===== src/rtl/lsu_mem_master.sv =====
// Load/store master turning byte-addressed byte/half/word requests into word-wide memory cycles,
// with read-modify-write for sub-word stores. Optional perf counters under LSU_PERF_CNT_EN.
module lsu_mem_master #(
    parameter int ADDR_WIDTH = 32,
    parameter int MEM_WORD   = 32
) (
    input  logic                  clk,
    input  logic                  rst_n,
    input  logic                  req_valid,
    output logic                  req_ready,
    input  logic                  req_we,
    input  logic [1:0]            req_size,
    input  logic                  req_signed,
    input  logic [ADDR_WIDTH-1:0] req_addr,
    input  logic [MEM_WORD-1:0]   req_wdata,
    output logic                  rsp_valid,
    output logic [MEM_WORD-1:0]   rsp_rdata,
    output logic                  rsp_err,
    output logic [ADDR_WIDTH-1:0] mem_addr,
    output logic [MEM_WORD-1:0]   mem_w_data,
    output logic                  mem_w_ena,
    input  logic [MEM_WORD-1:0]   mem_r_data
`ifdef LSU_PERF_CNT_EN
    ,
    output logic [31:0]           ld_cnt,
    output logic [31:0]           st_cnt,
    output logic [15:0]           err_cnt
`endif
);

    // Handshake: a request is taken on a rising edge where req_valid && req_ready; the
    // requester holds req_* stable until then. rsp_valid is a one-cycle pulse, no backpressure.

    typedef enum logic [2:0] {
        S_IDLE,
        S_LOAD,
        S_RMW_RD,
        S_WRITE,
        S_RESP
    } state_t;

    state_t                state_q, state_d;
    logic [1:0]            lane_q, lane_d;
    logic [1:0]            size_q, size_d;
    logic                  signed_q, signed_d;
    logic                  we_q, we_d;
    logic [15:0]           wdata_q, wdata_d;
    logic [ADDR_WIDTH-1:0] mem_addr_q, mem_addr_d;
    logic [MEM_WORD-1:0]   mem_w_data_q, mem_w_data_d;
    logic                  rsp_valid_q, rsp_valid_d;
    logic [MEM_WORD-1:0]   rsp_rdata_q, rsp_rdata_d;
    logic                  rsp_err_q, rsp_err_d;

    logic                  misaligned;
    logic [7:0]            byte_sel;
    logic [15:0]           half_sel;
    logic [MEM_WORD-1:0]   load_data;
    logic [MEM_WORD-1:0]   merge_data;

    assign req_ready  = rst_n && (state_q == S_IDLE);
    assign mem_w_ena  = rst_n && (state_q == S_WRITE);
    assign rsp_valid  = rsp_valid_q;
    assign rsp_rdata  = rsp_rdata_q;
    assign rsp_err    = rsp_err_q;
    assign mem_addr   = mem_addr_q;
    assign mem_w_data = mem_w_data_q;

    assign misaligned = (req_size == 2'b11) ||
                        ((req_size == 2'b01) && req_addr[0]) ||
                        ((req_size == 2'b10) && (req_addr[1:0] != 2'b00));

    // Lane extraction for loads and lane merge for sub-word stores, both off the live read data.
    always_comb begin
        byte_sel   = mem_r_data[{lane_q, 3'b000} +: 8];
        half_sel   = lane_q[1] ? mem_r_data[31:16] : mem_r_data[15:0];
        load_data  = mem_r_data;
        merge_data = mem_r_data;
        case (size_q)
            2'b00: load_data = signed_q ? {{24{byte_sel[7]}}, byte_sel} : {24'h000000, byte_sel};
            2'b01: load_data = signed_q ? {{16{half_sel[15]}}, half_sel} : {16'h0000, half_sel};
            default: load_data = mem_r_data;
        endcase
        if (size_q == 2'b00) begin
            merge_data[{lane_q, 3'b000} +: 8] = wdata_q[7:0];
        end else begin
            merge_data[{lane_q[1], 4'b0000} +: 16] = wdata_q;
        end
    end

    always_comb begin
        state_d      = state_q;
        lane_d       = lane_q;
        size_d       = size_q;
        signed_d     = signed_q;
        we_d         = we_q;
        wdata_d      = wdata_q;
        mem_addr_d   = mem_addr_q;
        mem_w_data_d = mem_w_data_q;
        rsp_valid_d  = 1'b0;
        rsp_rdata_d  = rsp_rdata_q;
        rsp_err_d    = rsp_err_q;
        case (state_q)
            S_IDLE: begin
                if (req_valid && req_ready) begin
                    lane_d     = req_addr[1:0];
                    size_d     = req_size;
                    signed_d   = req_signed;
                    we_d       = req_we;
                    wdata_d    = req_wdata[15:0];
                    mem_addr_d = {2'b00, req_addr[ADDR_WIDTH-1:2]};
                    if (misaligned) begin
                        state_d     = S_RESP;
                        rsp_valid_d = 1'b1;
                        rsp_err_d   = 1'b1;
                        rsp_rdata_d = '0;
                    end else if (!req_we) begin
                        state_d = S_LOAD;
                    end else if (req_size == 2'b10) begin
                        mem_w_data_d = req_wdata;
                        state_d      = S_WRITE;
                    end else begin
                        state_d = S_RMW_RD;
                    end
                end
            end
            S_LOAD: begin
                rsp_rdata_d = load_data;
                rsp_err_d   = 1'b0;
                rsp_valid_d = 1'b1;
                state_d     = S_RESP;
            end
            S_RMW_RD: begin
                mem_w_data_d = merge_data;
                state_d      = S_WRITE;
            end
            S_WRITE: begin
                rsp_rdata_d = '0;
                rsp_err_d   = 1'b0;
                rsp_valid_d = 1'b1;
                state_d     = S_RESP;
            end
            S_RESP: begin
                state_d = S_IDLE;
            end
            default: begin
                state_d = S_IDLE;
            end
        endcase
    end

    always_ff @(posedge clk) begin
        if (!rst_n) begin
            state_q      <= S_IDLE;
            lane_q       <= 2'b00;
            size_q       <= 2'b00;
            signed_q     <= 1'b0;
            we_q         <= 1'b0;
            wdata_q      <= '0;
            mem_addr_q   <= '0;
            mem_w_data_q <= '0;
            rsp_valid_q  <= 1'b0;
            rsp_rdata_q  <= '0;
            rsp_err_q    <= 1'b0;
        end else begin
            state_q      <= state_d;
            lane_q       <= lane_d;
            size_q       <= size_d;
            signed_q     <= signed_d;
            we_q         <= we_d;
            wdata_q      <= wdata_d;
            mem_addr_q   <= mem_addr_d;
            mem_w_data_q <= mem_w_data_d;
            rsp_valid_q  <= rsp_valid_d;
            rsp_rdata_q  <= rsp_rdata_d;
            rsp_err_q    <= rsp_err_d;
        end
    end

`ifdef LSU_PERF_CNT_EN
    logic [31:0] ld_cnt_q;
    logic [31:0] st_cnt_q;
    logic [15:0] err_cnt_q;

    // Counted as the RESP cycle retires, so each response bumps exactly one counter.
    always_ff @(posedge clk) begin
        if (!rst_n) begin
            ld_cnt_q  <= '0;
            st_cnt_q  <= '0;
            err_cnt_q <= '0;
        end else if (state_q == S_RESP) begin
            if (rsp_err_q) begin
                err_cnt_q <= err_cnt_q + 16'd1;
            end else if (we_q) begin
                st_cnt_q <= st_cnt_q + 32'd1;
            end else begin
                ld_cnt_q <= ld_cnt_q + 32'd1;
            end
        end
    end

    assign ld_cnt  = ld_cnt_q;
    assign st_cnt  = st_cnt_q;
    assign err_cnt = err_cnt_q;
`endif

endmodule


===== config.mk =====
export PLATFORM = sky130hd
export DESIGN_NAME = lsu_mem_master
export DESIGN_NICKNAME = d
export VERILOG_FILES = /design/src/rtl/lsu_mem_master.sv
export SDC_FILE = /design/constraint.sdc
export NUM_CORES = 1
export LEC_CHECK = 0
export BUFFER_PORTS_ARGS = -buffer_cell sky130_fd_sc_hd__buf_2
export CAP_MARGIN = 20
export CORE_ASPECT_RATIO = 1.2
export CORE_MARGIN = 2
export CORE_UTILIZATION = 45
export CTS_CLUSTER_DIAMETER = 60
export DETAILED_ROUTE_END_ITERATION = 10
export HOLD_SLACK_MARGIN = 0.08
export PLACE_DENSITY = 0.77
export SLEW_MARGIN = 20
export SYNTH_ARGS = -nofsm -noshare
export SYNTH_HDL_FRONTEND = slang
export SYNTH_SLANG_ARGS = --single-unit
export TNS_END_PERCENT = 10

===== constraint.sdc =====
create_clock -name clk -period 2.1 [get_ports clk]
set_input_delay 0 -clock clk [delete_from_list [all_inputs] [get_ports clk]]
set_output_delay 0 -clock clk [all_outputs]
set_load 0.03 [all_outputs]

Yosys cells after proc, flatten, opt, wreduce, memory -nomap -nowiden:

Cells that the tools add are included.
W data, S select, Z words.

* output and inout bits: 100
* register bits after elaboration: 120
* logic and storage cells: 73
* input bits: 103

* add/subtract/negate cells: 2
* muxes and demuxes: 26
* shifts and indexed selects: 5
* reductions and logical operators: 18
* equal/unequal tests: 12

Operators by type and width (number)
* $mux W32: 9
* $pmux W32 S2: 2
* $pmux W32 S3: 1
* $bwmux W32: 2
* $shift A16 B7 Y32 const A: 1
* $shift A8 B7 Y32 const A: 1
* $shiftx A16 B7 Y32: 1
* $shiftx A32 B6 Y8: 1
* $shiftx A8 B7 Y32: 1
* $mux W16: 1
* $neg A5 Y7: 2
* $pmux W3 S3: 1
* $eq A3 B2 Y1 const B: 2
* $mux W3: 2
* $ne A2 B2 Y1 const B: 3
* $reduce_and A3 Y1: 2
* $reduce_bool A2 Y1: 3
* $logic_and A1 B1 Y1: 5
* $mux W1: 5
* $reduce_and A5 Y1: 1
* $eq A2 B1 Y1 const B: 2
* $eq A2 B2 Y1 const B: 2
* $ne A2 B1 Y1 const B: 2
* $pmux W1 S2: 2
* other kinds (8): 9

Depth between registers and ports, before layout:

Gate-level depths: netlist (run 1).

* depth in word-level cells: 7
* depth in mapped cells: 9
* gate-level depth less buffers: 6

Least setup slack after synthesis (run 1):

No wires, ideal clock.

* path type: reg2reg
* start: reg lane_q[1]
* end: reg mem_w_data_q[0] (netlist: mem_w_data[0])
* data arrival time: 2.160 ns
* library setup time: 0.060 ns
* path buffers: 3
* clock period less this slack: 2.221 ns
* required time: 2.040 ns
* cell stages (with the launch flop): 10
* setup slack: -0.121 ns
* cell sequence: dfxtp_1 buf_4 clkinv_1 ha_1 buf_2 nor4bb_1 clkbuf_1 a221oi_1 a211oi_1 o221a_1

* cells in the longest elaborated chain, start to end: 5
* elaborated cells on any way between the ends: 10
* those cells by class: add/sub (2); shift (4); mux (4)

RTL lines
* start: declaration: line 43 `logic [1:0] lane_q, lane_d;`
* start signal: assignment: line 166 `lane_q <= lane_d;`
* $neg A5 Y7, on equally long branches: line 86, 84
* $shiftx A16 B7 Y32 (tied with other cells): line 86 `merge_data[{lane_q[1], 4'b0000} +: 16] = wdata_q;`
* $bwmux W32, on equally long branches: line 86, 84
* $mux W32 (*): line 83 `if (size_q == 2'b00) begin`
* $pmux W32 S2 (*): line 102 `case (state_q)`
* end signal: assignment: line 172 `mem_w_data_q <= mem_w_data_d;`
* end: declaration: line 49 `logic [MEM_WORD-1:0] mem_w_data_q, mem_w_data_d;`

Mark *: on every way between the ends. The rest lies on a longest branch, timed or not.
A chain may end at the register's enable or synchronous reset.

Worst setup path in the final report (run 1):

* start: reg lane_q[0]
* end: reg mem_w_data_q[13] (netlist: mem_w_data[13])

* cells in the longest elaborated chain, start to end: 5
* elaborated cells on any way between the ends: 6
* those cells by class: add/sub (1); shift (2); mux (3)

RTL lines
* $neg A5 Y7 (*): line 84 `merge_data[{lane_q, 3'b000} +: 8] = wdata_q[7:0];`
* $shiftx A8 B7 Y32 / $shift A8 B7 Y32 (equally long branches): line 84
* $bwmux W32 (*): line 84
* $mux W32 (*): line 83
* $pmux W32 S2 (*): line 102

Marked as above.

==> out/metrics.yaml, run 1 <==
run_status:
  status: "complete, no violations"
worst_setup_path:
  cp_top_family: "compound AO/OA/AOI/OAI gates"
  crit_fanout: 16
  worstSetupPathType: "reg -> reg"
  crit_slowest_cell: "ha_1"
  arrival_ps: 2270
  startpoint_type: "flip-flop"
  crit_chain: "buf_4, ha_1, nand4_1, a311oi_1, o221a_1"
  critPathMaxStageDelay_ps: 530
  rrSetupSlack_ps: 190
  cp_data_required_time_ps: 2460
  critPathCaptureType: "flip-flop"
  critical_path_buf_inv_count: 1
die:
  dieHeight_um: 133
  core-area_um2: 13700
  placementRows: 47
  start_util_pct: 45.5
  die_x_um: 111
  io_pins: 203
  die-area_um2: 14800
yosys:
  synth-compound-area-share_pct: 29.7
  synthFlopType: "dfxtp_1"
  seq_area_frac_synth_pct: 38.5
  ys_ff_latch: 120
  synthXorXnorAreaFrac_pct: 0
  synth.mux.area_fraction_pct: 5.41
  synthTopCellsByArea: "dfxtp_1 39%, nand2_1 8.2%, a21oi_1 5.1%"
  synth_top_area_cell: "dfxtp_1"
  synth_top_family_by_area: "compound AO/OA/AOI/OAI gates"
  synth-simple-area-share_pct: 19.0
  syn_area_um2: 6240
  synth_adder_area_share_pct: 1.00
  synth-edff-count: 0
  netlist-cell-type-count: 50
  async_reset_ff_share_pct: 0
  yosys.area.top_type_share_pct: 38.5
  ys_warn_count: 0
  syn_avg_cell_area_um2: 8.33
  synth_cells: 749
final_layout:
  layout-drive-gt1-share_pct: 27.9
  final_common_cell: "buf_2"
  final_cell_mix: "200 x buf_2, 136 x nand2_1, 119 x dfxtp_1"
  area_growth_pct: 46.7
  final_util_pct: 66.8
  fin_nets: 1140
  diodes: 0
routing:
  first_pass_iters: 6
  vias_per_cell: 5.83
  ant_nets: 0
  routed_wl_um: 22900
  vias: 7095
  drtIter0Drc: 516
  remaining_drc_errors: 0
  wl_per_cell_um: 18.8
power_and_ir_drop:
  total_leakage_power_nw: 3.95
  peakVddDrop_uv: 433
  p_per_area_nw_per_um2: 805
global_routing:
  grt_max_degree: 65
  grt_pass1_vias: 6951
  grt_usage_pct: 29.8
  antenna_found_initial: 0
  grt_pass1_wl_um: 35700
  grt_overflow_total: 0
cts:
  worstSkewPairLatency_ps: 420
  cts.sinks: 120
  cts_buffers: 17
  postCtsSetupBuffers: 0
  ctsLongestPathBuffers: 2
  clk_pin_slew_ps: 60
  cts_max_level: 4
  ctsRootBufferMaster: "clkbuf_16"
  cts_tree: "yes"
timing:
  period_share_pct: 91.0
  hold_violations: 0
  setup_tns_ps: 0
  clock_skew_ps: 7.97
  final_max_slew_viol_count: 0
  setup_ws_ps: 189
  worstMarginPinSlew_ps: 700
  fin_crit_ps: 1910
  final-setup-viol-count: 0
  rsz0062_at_grt: "false"
  relSlewSlack_pct: 53.3
  max_freq_mhz: 523
flow_run:
  max-cap-violations: 0
placed_design:
  place_ws_ps: 207
  place.gp.congestion: 0.974
  io_buffers: 200
  dp_hpwl_um: 14400
min_path:
  hold_path_class: "in -> reg"
-- timing repair --
item / CTS / global route
gates resized for setup: 0 / 1
endpoints found under the hold margin: 117 / 0
hold buffers: 103 / 0
endpoints found under the setup margin: 0 / 4
-- where the power goes --
group,total (mW),switching [mW],internal (mW)
clock network,3.31,1.08,2.23
registers,2.51,0.106,2.41
logic,1.55,0.925,0.623
total,7.37,2.11,5.26
-- synthesized netlist by cell type, drive strengths merged (9+ instances only) --
cell type,count
nor2,14
a21oi,64
nor2b,19
dfxtp,120
clkbuf,33
inv,14
o21a,10
buf,40
nand2,136
a311oi,24
nand3,33
o21ai,45
o221a,24
mux2i,27
o2bb2ai,29
nand2b,14
a211oi,24
nor3b,10
a221oi,9
-- metrics by stage --
| stage | cells | total power [mW] | hold WS (ps) | area, um2 |
|---|---|---|---|---|
| 4_1_cts | 1216 | 7.33 | 166 | 9150 |
| 5_1_grt | 1216 | 7.59 | 203 | 9150 |
| 6_report | 1216 | 7.37 | 185 | 9150 |
| 3_3_place_gp | 1081 | 3.88 | 182 | 7440 |
| 3_5_place_dp | 1081 | 3.90 | 185 | 7440 |
| 2_1_floorplan | 750 | 3.43 | 98.9 | 6250 |
-- worst paths after layout --
| path | start | to | cells past startpoint |
|---|---|---|---|
| max reg2reg | lane_q[0] | mem_w_data[13] | 5 |
| min | req_valid | mem_addr[23] | 4 |
| max | lane_q[0] | mem_w_data[13] | 5 |
| min reg2reg | mem_addr[6] | mem_addr[6] | 2 |
-- layout make-up --
type / instances / area (um2)
multi-input cells: 541 / 3460
inverters: 16 / 61.3
repair buffers: 336 / 2340
clock inverters: 11 / 193
clock buffers: 21 / 480
fillers: 1041 / 4550
flip-flops and latches: 120 / 2400
well taps: 171 / 214
-- routing by layer --
layer | vias to the layer above | wire length, um | GRT usage [%]
met2 | 411 | 11000 | 49.0
met1 | 3261 | 9040 | 36.0
met4 | 0 | 1140 | 17.6
met5 | - | 0 | 0
met3 | 104 | 1760 | 6.28
li1 | 3319 | - | -
-- worst register-to-register path, stage by stage (launching register included) --
cell and delay, ps:
dfxtp_1 340, buf_4 230, ha_1 540, nand4_1 170, a311oi_1 340, o221a_1 240
-- state kept, by name (all words and copies together), names as in the netlist --
signal	count
rsp_rdata	32
rsp_valid	1
size_q	2
mem_addr	30
lane_q	2
rsp_err	1
mem_w_data	32
wdata_q	16
signed_q	1
state_q	3
-- kinds of logic (layout without fill, tap and decap cells) --
| family | Yosys count | in the layout |
|---|---|---|
| compound gates | 251 | 251 |
| fa+ha+maj | 5 | 5 |
| buf+inv | 89 | 384 |
| flops | 120 | 120 |
| mux | 33 | 33 |
| other cells | 1 | 2 |
| simple gates | 250 | 250 |
No activity file was read; power rests on OpenSTA's default activity.
==> inputs of run 2 (changes only) <==
Settings changed: MAX_ROUTING_LAYER from default to met4.
==> run 2 against run 1 <==
Against the previous run:
- critical path type unchanged
- global-route usage up 1.3 points
- critical endpoint is now mem_w_data[15]
- register-to-register slack worse by 40 ps
- largest power group unchanged
- cell area down 0.82%
==> out/metrics.yaml, run 2 (synthesis gave the netlist of run 1 again) <==
run_status:
  status: "complete, no violations"  # unchanged
worst_setup_path:
  critPathMaxStageDelay_ps: 500  # was 530 ps
  worstSetupPathType: "reg -> reg"  # unchanged
  startpoint_type: "flip-flop"  # unchanged
  crit_slowest_cell: "ha_1"  # unchanged
  critical_path_buf_inv_count: 1  # unchanged
  cp_data_required_time_ps: 2470  # was 2460 ps
  crit_chain: "buf_4, ha_1, nand4_1, a311oi_1, o221a_1"  # unchanged
  cp_top_family: "compound AO/OA/AOI/OAI gates"  # unchanged
  rrSetupSlack_ps: 150  # was 190 ps
  arrival_ps: 2320  # was 2270 ps
  critPathCaptureType: "flip-flop"  # unchanged
  crit_fanout: 16  # unchanged
routing:
  dr_wl_met3_um: 1620  # was 1760 um
  remaining_drc_errors: 0  # unchanged
  vias: 7161  # was 7095
  wl_met1_um: 9240  # was 9040 um
  route.met2.wl_um: 11100  # was 11000 um
  drtIter0Drc: 470  # was 516
  routed_wl_um: 23000  # was 22900 um
  vias_per_cell: 5.89  # was 5.83
  ant_nets: 0  # unchanged
  first_pass_iters: 7  # was 6
  wl_per_cell_um: 18.9  # was 18.8 um
  top_layer: "met4"  # unchanged
timing:
  fin_crit_ps: 1950  # was 1910 ps
  hold_violations: 0  # unchanged
  rsz0062_at_grt: "false"  # unchanged
  max_freq_mhz: 512  # was 523 MHz
  final_max_slew_viol_count: 0  # unchanged
  final-setup-viol-count: 0  # unchanged
  worstMarginPinSlew_ps: 673  # was 700 ps
  period_share_pct: 93.1  # was 91.0%
  relSlewSlack_pct: 55.1  # was 53.3%
  setup_tns_ps: 0  # unchanged
  clock_skew_ps: 7.50  # was 7.97 ps
power_and_ir_drop:
  total_leakage_power_nw: 3.92  # was 3.95 nW
  p_per_area_nw_per_um2: 791  # was 805 nW/um2
  peakVddDrop_uv: 567  # was 433 uV
  finalPower_mw: 7.18  # was 7.37 mW
placed_design:
  dp_hpwl_um: 14500  # was 14400 um
  place.gp.congestion: 0.943  # was 0.974
  placed_area_um2: 7430  # was 7440 um2
  io_buffers: 200  # unchanged
cts:
  worstSkewPairLatency_ps: 420  # about the same
  ctsRootBufferMaster: "clkbuf_16"  # unchanged
  cts.sinks: 120  # unchanged
  ctsLongestPathBuffers: 2  # unchanged
  cts_tree: "yes"  # unchanged
  clk_pin_slew_ps: 60  # about the same
  cts_buffers: 17  # unchanged
  postCtsSetupBuffers: 0  # unchanged
  cts_max_level: 4  # unchanged
  cts_resized: 0  # unchanged
global_routing:
  grt_overflow_total: 0  # unchanged
  grt_pass1_wl_um: 35900  # was 35700 um
  grt_max_degree: 65  # unchanged
  grt_usage_pct: 31.1  # was 29.8%
  grt_pass1_vias: 6964  # was 6951
  antenna_found_initial: 0  # unchanged
die:
  io_pins: 203  # unchanged
  die-area_um2: 14800  # unchanged
  start_util_pct: 45.5  # unchanged
  die_x_um: 111  # unchanged
  placementRows: 47  # unchanged
  dieHeight_um: 133  # unchanged
  core-area_um2: 13700  # unchanged
final_layout:
  area_growth_pct: 45.5  # was 46.7%
  final_area_um2: 9080  # was 9150 um2
  diodes: 0  # unchanged
  final_common_cell: "buf_2"  # unchanged
  fin_nets: 1139  # was 1140
  final_util_pct: 66.2  # was 66.8%
  layout-drive-gt1-share_pct: 27.9  # about the same
  final_cell_mix: "200 x buf_2, 136 x nand2_1, 119 x dfxtp_1"  # unchanged
min_path:
  hold_path_class: "in -> reg"  # unchanged
flow_run:
  max-cap-violations: 0  # unchanged
[run 2: final timing paths]
kind / start / end / cells after the start
worst max-delay path: lane_q[0] / mem_w_data[15] / 5
worst min register to register: mem_addr[29] / mem_addr[29] / 2
worst min-delay path: req_valid / state_q[0] / 4
worst max register to register: lane_q[0] / mem_w_data[15] / 5
[run 2: repair_timing]
action	4_1_cts	5_1_grt
setup endpoints to repair	0	0
hold buffers	102	0
hold endpoints to repair	117	0
[run 2: area by class of cell]
cell class | instances | area, um2
fillers | 1091 | 4630
multi-input cells | 541 | 3450
flip-flops and latches | 120 | 2400
repair buffers | 335 | 2320
clock buffers | 17 | 425
well taps | 171 | 214
clock inverters | 15 | 200
inverters | 16 | 61.3
[run 2: power breakdown]
part | total (mW) | switching [mW] | internal [mW]
Combinational | 1.53 | 0.912 | 0.617
Clock | 3.13 | 1.14 | 1.99
Sequential | 2.52 | 0.112 | 2.41
Total | 7.18 | 2.17 | 5.01
[run 2: tightest hold or removal path, stage by stage]
cell,delay (ps)
buf_2,110
and3_1,190
a31oi_1,100
nor2_1,90
[run 2: layer usage]
layer	global-route usage (%)	vias up
met5	-	-
met4	15.4	0
met3	6.83	104
met2	49.5	390
met1	37.2	3345
li1	-	3322
[run 2: stage by stage]
| step | hold WS [ps] | std cells | setup WS, ps |
|---|---|---|---|
| 4_1_cts | 83.2 | 1215 | 201 |
| 3_3_place_gp | 182 | 1081 | 251 |
| 3_5_place_dp | 186 | 1081 | 228 |
| 5_1_grt | 139 | 1215 | 16.8 |
| 6_report | 108 | 1215 | 146 |
| 2_1_floorplan | 98.9 | 750 | 1.96 |
